--- config.mk ---
export PLATFORM = sky130hd
export DESIGN_NAME = restoring_divider_flat
export DESIGN_NICKNAME = d
export VERILOG_FILES = /design/src/rtl/divider_pkg.sv /design/src/rtl/restoring_divider_if.sv /design/src/rtl/subtractor.sv /design/src/rtl/restoring_divider.sv /design/src/flat_wrapper.sv
export SDC_FILE = /design/constraint.sdc
export NUM_CORES = 1
export LEC_CHECK = 0
export CORE_AREA = 2 2 58 60
export CTS_CLUSTER_DIAMETER = 150
export DETAILED_ROUTE_END_ITERATION = 8
export DIE_AREA = 0 0 60 62
export PLACE_DENSITY = 0.71
export SYNTH_ARGS = -nofsm -noshare
export SYNTH_HDL_FRONTEND = slang
export SYNTH_SLANG_ARGS = --single-unit
--- constraint.sdc ---
create_clock -name clk -period 3.8 [get_ports clk]
set_clock_uncertainty 0.05 [all_clocks]
set_input_delay 0.76 -clock clk [delete_from_list [all_inputs] [get_ports clk]]
set_output_delay 0.76 -clock clk [all_outputs]
set_load 0.03 [all_outputs]
--- src/rtl/divider_pkg.sv ---
// Shared types and constants for the sequential restoring divider.
package divider_pkg;

    localparam int WIDTH = 4;
    localparam int ITER  = 4;

    localparam logic [WIDTH-1:0] DBZ_QUOTIENT = 4'hF;

    typedef enum logic {
        IDLE = 1'b0,
        RUN  = 1'b1
    } state_e;

endpackage

--- src/rtl/restoring_divider_if.sv ---
// Host-side start/ready/done handshake and operand/result bus of the divider.
interface restoring_divider_if;
    import divider_pkg::*;

    logic             start;
    logic [WIDTH-1:0] dividend;
    logic [WIDTH-1:0] divisor;
    logic             ready;
    logic             done;
    logic [WIDTH-1:0] quotient;
    logic [WIDTH-1:0] remainder;
    logic             div_by_zero;

    modport master (
        output start, dividend, divisor,
        input  ready, done, quotient, remainder, div_by_zero
    );

    modport slave (
        input  start, dividend, divisor,
        output ready, done, quotient, remainder, div_by_zero
    );

endinterface

--- src/rtl/subtractor.sv ---
// Combinational 4-bit subtractor datapath block: d = a - b (modulo 16).
module subtractor (
    input  logic [3:0] a,
    input  logic [3:0] b,
    output logic [3:0] d
);

    assign d = a - b;

endmodule

--- src/rtl/restoring_divider.sv ---
// Sequential unsigned restoring divider: one shared subtractor, one quotient bit
// per clock, start/ready/done handshake with registered results.
module restoring_divider
    import divider_pkg::*;
#(
    parameter int WIDTH = divider_pkg::WIDTH,
    parameter int ITER  = divider_pkg::ITER
) (
    input  logic                clk,
    input  logic                rst_n,
    restoring_divider_if.slave  bus
);

    localparam int CNT_W = $clog2(ITER);

    state_e             state_q, state_d;
    logic [WIDTH:0]     a_q, a_d;
    logic [WIDTH-1:0]   q_q, q_d;
    logic [WIDTH-1:0]   d_q, d_d;
    logic [CNT_W-1:0]   cnt_q, cnt_d;
    logic [WIDTH-1:0]   quot_q, quot_d;
    logic [WIDTH-1:0]   rem_q, rem_d;
    logic               dbz_q, dbz_d;
    logic               done_q, done_d;
    logic               ready_q, ready_d;

    logic [WIDTH:0]     trial;
    logic [WIDTH-1:0]   diff;
    logic               ge;

    // Shift the next dividend bit into the partial remainder before comparing.
    assign trial = {a_q[WIDTH-1:0], q_q[WIDTH-1]};

    subtractor u_sub (
        .a (trial[WIDTH-1:0]),
        .b (d_q),
        .d (diff)
    );

    // With trial[WIDTH] set the true difference is below D, so the 4-bit d is exact.
    assign ge = trial[WIDTH] | (trial[WIDTH-1:0] >= d_q);

    always_comb begin
        state_d = state_q;
        a_d     = a_q;
        q_d     = q_q;
        d_d     = d_q;
        cnt_d   = cnt_q;
        quot_d  = quot_q;
        rem_d   = rem_q;
        dbz_d   = dbz_q;
        ready_d = ready_q;
        done_d  = 1'b0;

        case (state_q)
            IDLE: begin
                if (bus.start && ready_q) begin
                    if (bus.divisor == '0) begin
                        quot_d = DBZ_QUOTIENT;
                        rem_d  = bus.dividend;
                        dbz_d  = 1'b1;
                        done_d = 1'b1;
                    end else begin
                        a_d     = '0;
                        q_d     = bus.dividend;
                        d_d     = bus.divisor;
                        cnt_d   = CNT_W'(ITER - 1);
                        dbz_d   = 1'b0;
                        ready_d = 1'b0;
                        state_d = RUN;
                    end
                end
            end

            RUN: begin
                if (ge) begin
                    a_d = {1'b0, diff};
                    q_d = {q_q[WIDTH-2:0], 1'b1};
                end else begin
                    a_d = trial;
                    q_d = {q_q[WIDTH-2:0], 1'b0};
                end
                cnt_d = cnt_q - CNT_W'(1);
                if (cnt_q == '0) begin
                    quot_d  = q_d;
                    rem_d   = a_d[WIDTH-1:0];
                    done_d  = 1'b1;
                    ready_d = 1'b1;
                    state_d = IDLE;
                end
            end

            default: begin
                state_d = IDLE;
                ready_d = 1'b1;
            end
        endcase
    end

    always_ff @(posedge clk or negedge rst_n) begin
        if (!rst_n) begin
            state_q <= IDLE;
            a_q     <= '0;
            q_q     <= '0;
            d_q     <= '0;
            cnt_q   <= '0;
            quot_q  <= '0;
            rem_q   <= '0;
            dbz_q   <= 1'b0;
            done_q  <= 1'b0;
            ready_q <= 1'b1;
        end else begin
            state_q <= state_d;
            a_q     <= a_d;
            q_q     <= q_d;
            d_q     <= d_d;
            cnt_q   <= cnt_d;
            quot_q  <= quot_d;
            rem_q   <= rem_d;
            dbz_q   <= dbz_d;
            done_q  <= done_d;
            ready_q <= ready_d;
        end
    end

    assign bus.ready       = ready_q;
    assign bus.done        = done_q;
    assign bus.quotient    = quot_q;
    assign bus.remainder   = rem_q;
    assign bus.div_by_zero = dbz_q;

endmodule

--- src/flat_wrapper.sv ---
// flat-port wrapper written by rule: the top's interface ports become plain ports
module restoring_divider_flat import divider_pkg::*;
#(
    parameter int WIDTH = divider_pkg::WIDTH,
    parameter int ITER  = divider_pkg::ITER
)
  (clk, rst_n, bus_start, bus_dividend, bus_divisor, bus_ready, bus_done, bus_quotient, bus_remainder, bus_div_by_zero);
  restoring_divider_if bus_i ();
  input  logic clk;
  input  logic rst_n;
  input wire logic [$bits(bus_i.start)-1:0] bus_start;
  input wire logic [$bits(bus_i.dividend)-1:0] bus_dividend;
  input wire logic [$bits(bus_i.divisor)-1:0] bus_divisor;
  output wire logic [$bits(bus_i.ready)-1:0] bus_ready;
  output wire logic [$bits(bus_i.done)-1:0] bus_done;
  output wire logic [$bits(bus_i.quotient)-1:0] bus_quotient;
  output wire logic [$bits(bus_i.remainder)-1:0] bus_remainder;
  output wire logic [$bits(bus_i.div_by_zero)-1:0] bus_div_by_zero;
  assign bus_i.start = bus_start;
  assign bus_i.dividend = bus_dividend;
  assign bus_i.divisor = bus_divisor;
  assign bus_ready = bus_i.ready;
  assign bus_done = bus_i.done;
  assign bus_quotient = bus_i.quotient;
  assign bus_remainder = bus_i.remainder;
  assign bus_div_by_zero = bus_i.div_by_zero;
  restoring_divider #(.WIDTH(WIDTH), .ITER(ITER)) u_core (.clk(clk), .rst_n(rst_n), .bus(bus_i));
endmodule
==> flow_summary_export.csv, run 1 <==
group,metric,value,unit
synthesis,yosys.cell_count.top_type,"dfrtp_1",
synthesis,synth_edf_count,0,
floorplan,die_area,3720,um^2
global_route,gr-usage-all-layers,16.4,%
detailed_routing,routed_wl,2680,um
critical_path,cp_cell_sequence,"clkdlybuf4s50_1",
pwr,p_leak,0.000725,uW
global_route,grt_max_degree,27,
critical_path,cp_max_fo,5,
critical_path,timing.rr.end,"u_core.bus.remainder[0]",
finish,drive_gt1_share,10.7,%
global_route,grt-ovfl-total,0,
synthesis,synthTopCellsByArea,"dfrtp_1 47%, ha_1 4.7%, inv_1 3.7%, nand2_1 3.7%, o21ai_0 3.4%",
clock_network,ctsHoldBuffers,0,
critical_path,endpoint_kind,"output pin",
critical_path,cp.depth,1,
synthesis,yosys-top-cells-count,"25 x dfrtp_1, 13 x inv_1, 13 x nand2_1",
floorplan,start_util,41.8,%
timing,timing.fmax,412,MHz
detailed_routing,routedWlPerCell,13.8,um
clock_network,root_buffer,"clkbuf_4",
place,gp_congestion,0.804,
clock_network,clock_latency,0.33,ns
synthesis,synthArstFlopShare,100,%
synthesis,yosys.area.top_type,"dfrtp_1",
detailed_routing,drtAntennaViolNets,0,
timing,final_hold_viol_count,0,
global_route,antenna_found_initial,0,
outcome,outcome,"complete, no violations",
hold_path,hold_class,"reg2reg",
critical_path,path_buf_inv,1,
floorplan,fp.coreArea,3180,um^2
critical_path,slowest_delay,0.69,ns
detailed_routing,drt_iter0_markers,23,
detailed_routing,drc,0,
synthesis,syn_avg_cell_area,10.6,um^2
synthesis,synth_seq_cells,26,
synthesis,synth-seq-area-share,49.0,%
pwr,vdd_drop_max,158,uV
critical_path,cp-endpoint,"bus_ready",
critical_path,slowest_stage,"clkdlybuf4s50_1",
critical_path,worstReg2RegStart,"u_core.q_q[3]",
floorplan,ios,22,
detailed_routing,dr.pass1.iters,4,
synthesis,syn_nets,143,
synthesis,synth_cell_types,43,
place,port_buffers,21,
finish,layout.nets,167,
timing,slew_headroom,53.6,%
timing,drv_slew,0,
synthesis,synth_area,1330,um^2
critical_path,crit_start,"u_core.bus.ready",
floorplan,die_w,60,um
critical_path,cp.arrival,1.62,ns
global_route,grt_pass1_wl,4500,um
critical_path,r2r.worst_path.cells,8,
synthesis,synth_top_area_share,47.0,%
timing,period_minus_slack,2.43,ns
detailed_routing,viasPerCell,5.23,
global_route,first_global_vias,1010,
floorplan,rows,21,
clock_network,cts_buffers,3,
finish,syn_to_final_growth,23.7,%
timing,rsz0062_at_grt,"false",
place,post-dp-hpwl,2010,um
floorplan,die_h,62,um
clock_network,cts_sinks,26,
synthesis,syn_inst,126,
critical_path,reg2reg_slack,1.39,ns
clock_network,clockBufferDepth,2,
place,dp_slack,1.14,ns
timing,fin_ws,1.37,ns
critical_path,critPathTopFamily,"buffers and inverters",
synthesis,ys.flop_type,"dfrtp_1",
clock_network,h-tree-depth,1,
clock_network,cts.clk_slew.worst_paths,0.16,ns
job,max_cap_violations,0,
clock_network,cts_resized,0,
clock_network,cts_setup_buffers,0,
critical_path,startpoint_type,"flip-flop",
detailed_routing,vias,1020,
timing,worstMarginPinSlew,0.695,ns
timing,post-route-period-util,63.9,%
timing,final.setup.tns,0,ns
timing,final-setup-viol-count,0,
critical_path,crit_type,"reg2out",
finish,antenna_cells,0,
synthesis,yosysWarnings,0,
clock_network,cts_tree,"done",
critical_path,cp.required,2.99,ns
pwr,power_per_cell_area,299,nW/um^2
[cells by family (layout without fill, tap and decap cells)]
kind of cell | Yosys count | after routing | share of synthesized area (%)
buffers and inverters | 16 | 39 | 4.61
XOR/XNOR | 1 | 1 | 0.659
multiplexers | 6 | 6 | 4.70
flip-flops | 26 | 26 | 49.0
AND/OR/NAND/NOR | 33 | 33 | 13.1
AO/OA/AOI/OAI | 38 | 38 | 21.7
adder cells (fa/ha/maj) | 6 | 6 | 6.21
[final cells by class]
cell class	count	area, um^2
fill	286	1530
sequential	26	652
multi-input combinational	84	617
timing repair buffer	22	218
tap	46	57.6
inverter	13	48.8
clock inverter	1	30.0
clock buffer	3	22.5
[worst min path at each step]
stage                         start         endpoint  slack, ns  cells after the start
finish              u_core.cnt_q[0]  u_core.cnt_q[0]       0.43                      1
global route        u_core.cnt_q[0]  u_core.cnt_q[0]       0.49                      1
CTS                 u_core.cnt_q[0]  u_core.cnt_q[0]       0.43                      1
detailed placement  u_core.cnt_q[0]  u_core.cnt_q[0]       0.41                      1
global placement    u_core.cnt_q[0]  u_core.cnt_q[0]       0.40                      1
floorplan           u_core.cnt_q[0]  u_core.cnt_q[0]       0.39                      1
[metrics by stage]
stage / hold WS, ns / power [uW] / area [um^2] / util, % / cells
2_1_floorplan: 0.390 / 284 / 1330 / - / 126
5_1_grt: 0.486 / 510 / 1650 / 51.8 / 195
4_1_cts: 0.429 / 494 / 1650 / 51.8 / 195
3_3_place_gp: 0.401 / 303 / 1590 / 50.1 / 191
6_report: 0.427 / 492 / 1650 / 51.8 / 195
3_5_place_dp: 0.410 / 304 / 1590 / 50.1 / 191
[cells in the final DEF, fill, tap and decap left out, drive strengths merged, types with 2 or more instances in the layout]
cell and n:
a211oi 2, a21o 4, a21oi 6, a31oi 3, clkbuf 3, clkdlybuf4s50 21
dfrtp 25, ha 5, inv 13, mux2 2, mux2i 4, nand2 13
nand2b 2, nor2 8, o21ai 11, o221ai 2, or3b 2
[sequential cells by signal, indices dropped and copies added, names as in the netlist]
| name | flops |
|---|---|
| u_core.a_q | 4 |
| u_core.bus.div_by_zero | 1 |
| u_core.bus.done | 1 |
| u_core.bus.quotient | 4 |
| u_core.bus.ready | 1 |
| u_core.bus.remainder | 4 |
| u_core.cnt_q | 2 |
| u_core.d_q | 4 |
| u_core.q_q | 4 |
| u_core.state_q | 1 |
[metal layers]
layer	track usage [%]	vias to the layer above	share of wire, %
li1	-	499	-
met2	28.9	10	49
met3	1.86	2	1.7
met4	5.71	0	0.71
met5	0	-	0
met1	21.1	509	48
[report_power, final]
part / internal [uW] / leakage, uW / switching, uW
clock: 107 / 0.0000279 / 87.3
sequential: 277 / 0.000313 / 0
combinational: 10.7 / 0.000384 / 10.5
total: 394 / 0.000725 / 97.8
(Power assumes the default switching activity.)
==> run 2: changes to the inputs <==
clock period = 2.25 ns   (was 3.8 ns; I/O delays follow)
==> flow_summary_export.csv, run 2 (synthesis gave the netlist of run 1 again) <==
group,metric,value,unit
critical_path,r2r.worst_path.cells,8,
finish,drive_gt1_share,18.2,%
floorplan,die_area,3720,um^2
pwr,vdd_drop_max,277,uV
critical_path,endpoint_kind,"flip-flop",
timing,post-route-period-util,95.5,%
clock_network,clock_latency,0.32,ns
finish,final_cells,205,
place,dpl.cell_count,201,
critical_path,cp.required,2.41,ns
critical_path,cp_max_fo,4,
pwr,p_total,836,uW
timing,period_minus_slack,2.15,ns
clock_network,cts_setup_buffers,0,
timing,rsz0062_at_grt,"false",
critical_path,cp.arrival,2.31,ns
outcome,outcome,"complete, no violations",
finish,most-common-layout-cells,"25 x dfrtp_1, 21 x clkdlybuf4s50_1, 13 x inv_1, 13 x nand2_1, 11 x buf_4",
clock_network,h-tree-depth,1,
detailed_routing,drt_iter0_markers,45,
timing,timing.fmax,466,MHz
timing,drv_slew,0,
finish,fin_util,54.4,%
place,gp_congestion,0.803,
global_route,first_global_vias,1051,
critical_path,timing.rr.end,"u_core.bus.remainder[1]",
detailed_routing,drtAntennaViolNets,0,
critical_path,reg2reg_slack,0.10,ns
floorplan,ios,22,
global_route,grt_max_degree,27,
pwr,power_per_cell_area,484,nW/um^2
critical_path,slowest_delay,0.42,ns
floorplan,fp.coreArea,3180,um^2
clock_network,clockBufferDepth,2,
clock_network,cts_tree,"done",
place,port_buffers,21,
job,max_cap_violations,0,
detailed_routing,routedWlPerCell,14.3,um
critical_path,crit_top_cell,"inv_1",
floorplan,die_w,60,um
detailed_routing,routed_wl,2940,um
detailed_routing,vias,1060,
finish,layout.nets,177,
floorplan,start_util,41.8,%
finish,antenna_cells,0,
global_route,grt_pass1_wl,4860,um
detailed_routing,viasPerCell,5.17,
critical_path,worstReg2RegStart,"u_core.q_q[3]",
timing,final_hold_viol_count,0,
timing,final-setup-viol-count,0,
clock_network,root_buffer,"clkbuf_4",
global_route,antenna_found_initial,0,
critical_path,slowest_stage,"dfrtp_1",
clock_network,ctsHoldBuffers,0,
finish,syn_to_final_growth,30.0,%
finish,final_common_cell,"dfrtp_1",
clock_network,cts_resized,1,
hold_path,hold_class,"in2async",
critical_path,cp_cell_sequence,"inv_1 -> ha_1 -> inv_1 -> fa_1 -> a21oi_2 -> o21a_2 -> mux2i_1 -> o221ai_1",
pwr,p_leak,0.000777,uW
timing,worstMarginPinSlew,0.509,ns
critical_path,crit_type,"reg2reg",
place,post-dp-hpwl,2310,um
floorplan,rows,21,
critical_path,startpoint_type,"flip-flop",
floorplan,die_h,62,um
detailed_routing,dr.pass1.iters,4,
global_route,gr-usage-all-layers,17.5,%
detailed_routing,drc,0,
global_route,grt-ovfl-total,0,
clock_network,cts.clk_slew.worst_paths,0.15,ns
clock_network,cts_sinks,26,
timing,slew_headroom,66.0,%
clock_network,cts_buffers,3,
run 2: cell count changes in the layout (fill, tap and decap cells not counted):
cell     before  now
a21oi_1       6    5
mux2i_1       4    3
o21a_2        0    1
buf_4         1   11
o21a_1        1    0
a21oi_2       0    1
mux2i_2       0    1
run 2: per-layer routing:
metal	vias to the layer above	routed length (um)	global-route usage (%)
met5	-	0	0
met4	0	10	3.49
met1	523	1310	22.5
li1	521	-	-
met2	14	1560	31.4
met3	2	64	2.69
run 2: critical path: cells and delay by family, from the launching register on:
family | cells | cell delay, ns
DFF | 1 | 0.42
adders and majority gates | 2 | 0.56
buffers and inverters | 2 | 0.12
muxes | 1 | 0.35
AOI/OAI and AO/OA | 3 | 0.54
run 2: cell type report:
| class | count | area, um^2 |
|---|---|---|
| Clock buffer | 3 | 22.5 |
| Clock inverter | 1 | 30.0 |
| Fill cell | 288 | 1450 |
| Inverter | 13 | 48.8 |
| Multi-Input combinational cell | 84 | 626 |
| Sequential cell | 26 | 652 |
| Tap cell | 46 | 57.6 |
| Timing Repair Buffer | 32 | 293 |
run 2: worst max-delay path by stage:
stage	from	end	slack (ns)	cells after the start
2_1_floorplan	u_core.q_q[3]	u_core.bus.remainder[0]	0.20	9
3_3_place_gp	bus_divisor[1]	u_core.bus.quotient[3]	0.03	4
3_5_place_dp	bus_divisor[1]	u_core.bus.remainder[1]	-0.02	5
4_1_cts	u_core.q_q[3]	u_core.bus.remainder[1]	0.07	8
5_1_grt	u_core.q_q[3]	u_core.bus.remainder[1]	0.03	8
6_report	u_core.q_q[3]	u_core.bus.remainder[1]	0.10	8
run 2: per-stage QoR:
stage,setup slack [ns],instance area (um^2),setup TNS (ns),hold slack (ns)
5_1_grt,0.0263,1730,0,0.436
3_3_place_gp,0.0338,1670,0,0.403
6_report,0.102,1730,0,0.416
3_5_place_dp,-0.0242,1670,-0.0307,0.420
4_1_cts,0.0675,1720,0,0.428
2_1_floorplan,0.197,1330,0,0.104
run 2: where the power goes:
group | leakage [uW] | internal, uW | switching (uW)
combinational | 0.000437 | 21.2 | 19.0
clock | 0.0000279 | 180 | 148
sequential | 0.000313 | 468 | 0
total | 0.000777 | 669 | 167
